$ cat src/rtl/mc_clk_pkg.sv
// Shared types and constants for the MasterClock strobe generator.
// Filter counter sizing, glitch saturation limit and divider state encoding.
package mc_clk_pkg;

   localparam int         FILTER_DEF = 2;
   localparam logic [7:0] GLITCH_SAT = 8'hFF;

   typedef logic [$clog2(FILTER_DEF+1)-1:0] filtCnt_t;

   typedef enum logic {
      ACTIVE = 1'b0,
      FROZEN = 1'b1
   } divState_t;

   // Agree-counter width for a given filter depth; never narrower than one bit.
   function automatic int filtCntW(input int filter);
      return (filter < 1) ? 1 : $clog2(filter + 1);
   endfunction

endpackage

$ cat src/rtl/mc_edge_filter.sv
// One netlist-clock channel: synchroniser, agreement filter, and rise/fall strobes.
// glitch is combinational and flags a sample that returns to the accepted level mid-filter.
module mc_edge_filter
   import mc_clk_pkg::*;
#(
   parameter int SYNC_STAGES = 2,
   parameter int FILTER      = 2
) (
   input  logic clk,
   input  logic reset,
   input  logic din,
   output logic lvl,
   output logic rise,
   output logic fall,
   output logic glitch
);

   localparam int               CNT_W    = filtCntW(FILTER);
   localparam logic [CNT_W-1:0] CNT_LAST = CNT_W'(FILTER - 1);

   logic [SYNC_STAGES-1:0] syncChain;
   logic [CNT_W-1:0]       agreeCnt;
   logic                   s;

   assign s      = syncChain[SYNC_STAGES-1];
   assign glitch = (agreeCnt != '0) && (s == lvl);

   always_ff @(posedge clk or posedge reset) begin
      if (reset) begin
         syncChain <= '0;
         agreeCnt  <= '0;
         lvl       <= 1'b0;
         rise      <= 1'b0;
         fall      <= 1'b0;
      end else begin
         syncChain <= {syncChain[SYNC_STAGES-2:0], din};
         rise      <= 1'b0;
         fall      <= 1'b0;
         if (s != lvl) begin
            // The FILTER-th disagreeing sample commits the new level.
            if (agreeCnt == CNT_LAST) begin
               lvl      <= s;
               agreeCnt <= '0;
               rise     <= s;
               fall     <= ~s;
            end else begin
               agreeCnt <= agreeCnt + 1'b1;
            end
         end else begin
            agreeCnt <= '0;
         end
      end
   end

endmodule

$ cat src/rtl/mc_clock_strobe_gen.sv
// Samples netlist clocks on MasterClock and emits filtered level plus edge strobes,
// and a programmable MasterClock divider with its own phase strobes.
module mc_clock_strobe_gen
   import mc_clk_pkg::*;
#(
   parameter int N_CLK       = 4,
   parameter int SYNC_STAGES = 2,
   parameter int FILTER      = 2,
   parameter int DIV_W       = 4
) (
   input  logic             MasterClock,
   input  logic             reset,
   input  logic [N_CLK-1:0] clkIn,
   input  logic             enable,
   input  logic             divLoad,
   input  logic [DIV_W-1:0] divValue,
   output logic [N_CLK-1:0] clkLvl,
   output logic [N_CLK-1:0] rise,
   output logic [N_CLK-1:0] fall,
   output logic             divClk,
   output logic             divRise,
   output logic             divFall,
   output logic [7:0]       glitchCount
);

   localparam int SUM_W = 8 + $clog2(N_CLK + 1);

   logic [N_CLK-1:0] glitchVec;
   logic [DIV_W-1:0] divCnt;
   logic [DIV_W-1:0] divShadow;
   divState_t        divState;

   for (genvar g = 0; g < N_CLK; g++) begin : gChan
      mc_edge_filter #(
         .SYNC_STAGES(SYNC_STAGES),
         .FILTER     (FILTER)
      ) uFilter (
         .clk   (MasterClock),
         .reset (reset),
         .din   (clkIn[g]),
         .lvl   (clkLvl[g]),
         .rise  (rise[g]),
         .fall  (fall[g]),
         .glitch(glitchVec[g])
      );
   end

   function automatic logic [7:0] satAdd(input logic [7:0] base, input logic [N_CLK-1:0] hits);
      logic [SUM_W-1:0] sum;
      sum = SUM_W'(base);
      for (int i = 0; i < N_CLK; i++) begin
         sum = sum + SUM_W'(hits[i]);
      end
      return (sum > SUM_W'(GLITCH_SAT)) ? GLITCH_SAT : sum[7:0];
   endfunction

   always_ff @(posedge MasterClock or posedge reset) begin
      if (reset) begin
         glitchCount <= 8'h00;
      end else begin
         glitchCount <= satAdd(glitchCount, glitchVec);
      end
   end

   assign divState = enable ? ACTIVE : FROZEN;

   // Shadow is only consumed at terminal count, so a load never shortens a half-period.
   always_ff @(posedge MasterClock or posedge reset) begin
      if (reset) begin
         divCnt    <= '0;
         divShadow <= '0;
         divClk    <= 1'b0;
         divRise   <= 1'b0;
         divFall   <= 1'b0;
      end else begin
         if (divLoad) begin
            divShadow <= divValue;
         end
         divRise <= 1'b0;
         divFall <= 1'b0;
         case (divState)
            ACTIVE: begin
               if (divCnt == '0) begin
                  divCnt  <= divShadow;
                  divClk  <= ~divClk;
                  divRise <= ~divClk;
                  divFall <= divClk;
               end else begin
                  divCnt <= divCnt - 1'b1;
               end
            end
            FROZEN: begin
            end
            default: begin
            end
         endcase
      end
   end

endmodule

$ cat config.mk
export PLATFORM = sky130hd
export DESIGN_NAME = mc_clock_strobe_gen
export DESIGN_NICKNAME = d
export VERILOG_FILES = /design/src/rtl/mc_clk_pkg.sv /design/src/rtl/mc_edge_filter.sv /design/src/rtl/mc_clock_strobe_gen.sv
export SDC_FILE = /design/constraint.sdc
export NUM_CORES = 1
export LEC_CHECK = 0
export CAP_MARGIN = 20
export CORE_MARGIN = 2
export CORE_UTILIZATION = 51
export CTS_BUF_LIST = sky130_fd_sc_hd__clkbuf_8 sky130_fd_sc_hd__clkbuf_16
export CTS_CLUSTER_DIAMETER = 30
export DETAILED_ROUTE_END_ITERATION = 8
export PLACE_DENSITY_LB_ADDON = 0.2
export SYNTH_ARGS = -nofsm -noshare
export SYNTH_HDL_FRONTEND = slang
export SYNTH_SLANG_ARGS = --single-unit
$ cat constraint.sdc
create_clock -name MasterClock -period 2.95 [get_ports MasterClock]
set_clock_uncertainty 0.15 [all_clocks]
set_input_delay 0.59 -clock MasterClock [delete_from_list [all_inputs] [get_ports MasterClock]]
set_output_delay 0.59 -clock MasterClock [all_outputs]
set_load 0.05 [all_outputs]
---- Yosys cells after proc, flatten, opt, wreduce, memory -nomap -nowiden ----
Index checks and enable logic that the tools add are counted.
word-level totals
  register bits after elaboration ......... 47
  input bits .............................. 12
  output and inout bits ................... 23
operators by class
  add/subtract/negate cells ............... 9
  $lt $le $gt $ge ......................... 1
  equal/unequal tests ..................... 12
  multiplexer cells ....................... 30
  bitwise gates (word level) .............. 5
  reduce and logical (&&, ||, !) cells .... 14
operator list
  kind                                                             number
  two-way mux 1 bit                                                20
  two-way mux 2 bit                                                8
  adder 10 x 1 -> 11 bit                                           1
  adder 11 x 1 -> 11 bit                                           1
  greater-than comparator 11 x 8 -> 1 bit (second input constant)  1
  adder 9 x 1 -> 10 bit                                            1
  AND reduction 2 bit                                              5
  adder 8 x 1 -> 9 bit                                             1
  adder 2 x 1 -> 2 bit (second input constant)                     4
  == test 2 x 1 -> 1 bit (second input constant)                   4
  two-way mux 8 bit                                                1
  nonzero test 2 bit                                               4
  inverter 1 bit                                                   5
  == test 1 bit                                                    4
  logical AND 1 bit                                                4
  zero test 4 bit                                                  1
  two-way mux 4 bit                                                1
  inequality test 1 bit                                            4
  subtractor 4 x 1 -> 4 bit (second input constant)                1

---- Depth between registers and ports, before layout ----
  depth after elaboration ................. 8
  gate-level depth with buffers ........... 10
  gate-level depth less buffers ........... 10

---- Hierarchy ----
Synthesis repeated with hierarchy kept, for this count alone.
second synthesis, totals
  cell total of the unflattened synthesis .. 146
  area total of the unflattened synthesis .. 1980.6 um2
by module, submodules not included
  module               times used  cells each  area an instance (um2)
  mc_edge_filter       4           16          260.2
  mc_clock_strobe_gen  1           82          939.7

---- Worst setup path before layout ----
No wires, ideal clock.
  path type ............................... flip-flop to flip-flop
  start ................................... reg glitchCount[0]
  end ..................................... reg glitchCount[1]
  setup time .............................. 0.073 ns
  arrival time ............................ 2.455 ns
  required time ........................... 2.727 ns
  setup slack ............................. 0.272 ns
  cell stages (with the launch flop) ...... 10
  cells stage by stage .................... dfrtp_1 inv_1 fa_1 fa_1 inv_1 fa_1 nand2_1 nor2_2 nand4_1 nand2b_1
between the ends
  word-level cells in the longest chain between the ends .. 6
ends and longest elaborated chain
  item                                     RTL line                   text
  start, declared                          mc_clock_strobe_gen.sv:23  output logic [7:0] glitchCount
  start signal, assigned                   mc_clock_strobe_gen.sv:61  glitchCount <= satAdd(glitchCount, glitchVec);
  adder 8 x 1 -> 9 bit *                   mc_clock_strobe_gen.sv:52  sum = sum + SUM_W'(hits[i]);
  adder 9 x 1 -> 10 bit *                  mc_clock_strobe_gen.sv:52
  adder 10 x 1 -> 11 bit *                 mc_clock_strobe_gen.sv:52
  adder 11 x 1 -> 11 bit *                 mc_clock_strobe_gen.sv:52
  greater-than comparator 11 x 8 -> 1 bit  mc_clock_strobe_gen.sv:54  return (sum > SUM_W'(GLITCH_SAT)) ? GLITCH_SAT : sum[7:0];
  two-way mux 8 bit *                      mc_clock_strobe_gen.sv:54
Every way passes the cells marked *; elsewhere a longest branch is shown, timed or not.
A chain may end at the register's enable or synchronous reset.

---- Worst setup path in the final report ----
  start ................................... reg gChan[0].uFilter.syncChain[1]
  end ..................................... reg glitchCount[1]
between the ends
  word-level cells in the longest chain between the ends .. 8
ends and longest elaborated chain
  item                                     RTL line                   text
  start, declared                          mc_edge_filter.sv:21       logic [SYNC_STAGES-1:0] syncChain;
  start signal, assigned                   mc_edge_filter.sv:36       syncChain <= {syncChain[SYNC_STAGES-2:0], din};
  == test 1 bit *                          mc_edge_filter.sv:26       assign glitch = (agreeCnt != '0) && (s == lvl);
  logical AND 1 bit *                      mc_edge_filter.sv:26
  adder 8 x 1 -> 9 bit *                   mc_clock_strobe_gen.sv:52
  adder 9 x 1 -> 10 bit *                  mc_clock_strobe_gen.sv:52
  adder 10 x 1 -> 11 bit *                 mc_clock_strobe_gen.sv:52
  adder 11 x 1 -> 11 bit *                 mc_clock_strobe_gen.sv:52
  greater-than comparator 11 x 8 -> 1 bit  mc_clock_strobe_gen.sv:54
  two-way mux 8 bit *                      mc_clock_strobe_gen.sv:54
Marks and branches as above.

==> flow_metrics.env <==
export IMPL_wl_mm=2.921
export IMPL_synth_top_area_cell="dfrtp_1"
export IMPL_rsz0062_at_grt="false"
export IMPL_ys_warn_count=0
export IMPL_cts_root_buf="clkbuf_8"
export IMPL_dieHeight_um=65.77
export IMPL_place_ws_ns=0.1392
export IMPL_whs_path_depth=0
export IMPL_cp_arrival_ns=2.77
export IMPL_io_pins=35
export IMPL_grt_usage_pct=16.07
export IMPL_async_reset_ff_share_pct=100.0
export IMPL_netlist_cell_type_count=30
export IMPL_grt_pass1_wl_mm=5.285
export IMPL_setup_viol=0
export IMPL_endpoint_kind="register"
export IMPL_tightest_slew_ns=0.5037
export IMPL_synth_seq_cells=47
export IMPL_avgSynthCellArea_um2=12.72
export IMPL_min_period_over_period_pct=91.23
export IMPL_drc=0
export IMPL_hold_buffers=0
export IMPL_path_max_fanout=4
export IMPL_critPathLaunchType="register"
export IMPL_dr_total_vias=1155
export IMPL_reg2reg_from="gChan[0].uFilter.syncChain[1]"
export IMPL_clockBufferDepth=2
export IMPL_coreArea_mm2=0.003661
export IMPL_die_area_mm2=0.004325
export IMPL_reg2reg_to="glitchCount[1]"
export IMPL_holdCritStartpoint="gChan[3].uFilter.syncChain[0]"
export IMPL_syn_to_final_growth_pct=22.96
export IMPL_synth_ff_type="dfrtp_1"
export IMPL_place_inst=225
export IMPL_routabilityCongestion=0.7671
export IMPL_synth_top_cells_by_area="dfrtp_1, mux2_2, buf_4"
export IMPL_crit_path_top_delay_cell="fa_1"
export IMPL_period_minus_slack_ns=2.691
export IMPL_drtPass1Iterations=4
export IMPL_num_fill_cells=282
export IMPL_syn_instance_count=153
export IMPL_ir_drop_v=0.0006946
export IMPL_tns_ns=0
export IMPL_worstHoldEndpoint="gChan[3].uFilter.syncChain[1]"
export IMPL_diodes=0
export IMPL_cts_tree="done"
export IMPL_outcome="finished, final reports clean"
export IMPL_timing_fmax_mhz=371.6
export IMPL_grt_max_degree=26
export IMPL_ant_nets=0
export IMPL_ff2ff_path_depth=10
export IMPL_start_util_pct=53.14
export IMPL_drive_above_1_share_pct=16.67
export IMPL_syn_nets=170
export IMPL_slowest_delay_ns=0.52
export IMPL_drt_iter0_markers=79
export IMPL_path_class="register to register"
export IMPL_whs_ns=0.2070
export IMPL_leakage_uw=0.001054
export IMPL_required_ns=3.03
export IMPL_ys_seq_area_share_pct=60.45
export IMPL_rows=22
export IMPL_worst_slack_ns=0.2588
export IMPL_insertion_delay_ns=0.29
export IMPL_p_per_area_mw_per_mm2=1079
export IMPL_viasPerCell=4.936
export IMPL_critPathMostFrequentCell="fa_2"
export IMPL_portBuffers=34
export IMPL_htreeDepth=2
export IMPL_clock_sinks=47
export IMPL_die_w_um=65.77
export IMPL_slew_headroom_pct=66.31
export IMPL_overflow=0
export IMPL_crit_chain="xnor2_2 -> o21ai_2 -> fa_1 -> fa_2 -> inv_1 -> fa_2 -> nand2_1 -> nor2_4 -> nand4_1 -> nand2b_1"
export IMPL_hp_class="register to register"
export IMPL_final_max_slew_viol_count=0
export IMPL_synth_top_area_share_pct=60.45
export IMPL_grt_antenna_before_repair=0
export IMPL_hold_viol=0
export IMPL_final_cells=234
export IMPL_regToRegSetupSlack_ns=0.26
export IMPL_post_drt_wl_per_cell_um=12.48
export IMPL_maxCapViolCount=0
export IMPL_synth_area_mm2=0.001946
export IMPL_cts_clk_slew_worst_paths_ns=0.08
export IMPL_final_nets=202
export IMPL_synth_edff_count=0
export IMPL_grt_pass1_vias=1203
export IMPL_cts_buffers=5
export IMPL_place_hpwl_mm=2.093
==> cells in the mapped netlist (2+ instances only) <==
cell	number
a31oi_1	4
and2_1	5
buf_4	12
dfrtp_1	47
fa_1	3
ha_1	2
inv_1	8
mux2_2	9
mux2i_1	2
nand2_1	10
nand2b_1	5
nor2_1	8
nor2b_1	2
nor3b_1	9
o21ai_0	7
xnor2_1	4
xor2_1	3
==> what timing repair did <==
item	CTS	global route
resized for setup	0	11
setup endpoints to repair	0	6
buffers inserted	0	1
endpoints found under the hold margin	0	0
==> flip-flops by register name (all words and copies together), names as in the netlist <==
register and count:
gChan.uFilter.agreeCnt 8, gChan.uFilter.syncChain 8, glitchCount 8, divCnt 4
divShadow 4, gChan.uFilter.fall 4, gChan.uFilter.lvl 4, gChan.uFilter.rise 4
divClk 1, divFall 1, divRise 1
==> cells by family after synthesis <==
kind of cell               count (synthesis)  share of synthesized area [%]
DFF                                       47                          60.45
and+or+nand+nor                           45                          13.51
buffers and inverters                     20                          6.174
AOI/OAI and AO/OA                         17                          5.337
muxes                                     12                          7.010
xor gates and xnor gates                   7                          3.151
adders and majority gates                  5                          4.373
==> how the worst max path moves through the flow <==
stage	startpoint	to	cells after the start
3_3_place_gp	gChan[0].uFilter.lvl	glitchCount[1]	10
2_1_floorplan	glitchCount[0]	glitchCount[1]	9
6_report	gChan[0].uFilter.syncChain[1]	glitchCount[1]	10
3_5_place_dp	gChan[0].uFilter.lvl	glitchCount[1]	10
5_1_grt	gChan[0].uFilter.syncChain[1]	glitchCount[3]	10
4_1_cts	gChan[0].uFilter.lvl	glitchCount[1]	10
==> area by class of cell <==
cell class	instances	area [µm²]	area share, %
clock inverters	3	12.51	0.5230
inverters	8	30.03	1.255
flip-flops and latches	47	1180	49.32
well taps	48	60.06	2.510
clock buffers	5	68.82	2.877
repair buffers	37	362.8	15.17
multi-input cells	86	678.2	28.35
==> per-stage QoR <==
stage	util (%)	cell area, µm²	power [µW]
2_1_floorplan	-	1946	1903
3_3_place_gp	62.03	2271	2158
3_5_place_dp	62.03	2271	2188
4_1_cts	64.25	2352	2551
5_1_grt	65.35	2392	2793
6_report	65.35	2392	2582
==> cell usage in the layout (no fill, tap or decap), types with 4 or more instances in the layout <==
master           Yosys  final
o21ai_0              7      5
mux2_2               9      9
a31oi_1              4      4
nand2b_1             5      5
nor2_1               8      8
nand2_1             10     10
dfrtp_1             47     44
nor3b_1              9      9
clkbuf_8             0      5
inv_1                8      9
and2_1               5      5
clkdlybuf4s50_1      0     34
==> layer usage <==
metal  part of all wire [%]  wire length (µm)  GRT usage (%)
met1                     46              1342          22.36
met2                     48              1407          24.37
met3                    4.4               129          3.938
met4                    1.4                42          6.250
met5                      0                 0              0
==> critical path, delay by kind of cell (launching register included) <==
kind | cells | cell delay [ns]
xor+xnor | 1 | 0.20
compound gates | 1 | 0.09
simple gates | 4 | 0.52
buf+inv | 1 | 0.08
fa+ha+maj | 3 | 1.16
flops | 1 | 0.44
==> power by group <==
group	switching, µW	internal, µW
clock	191	159
combinational	721	503
sequential	183	825
total	1090	1490
No activity file was read; power rests on OpenSTA's default activity.
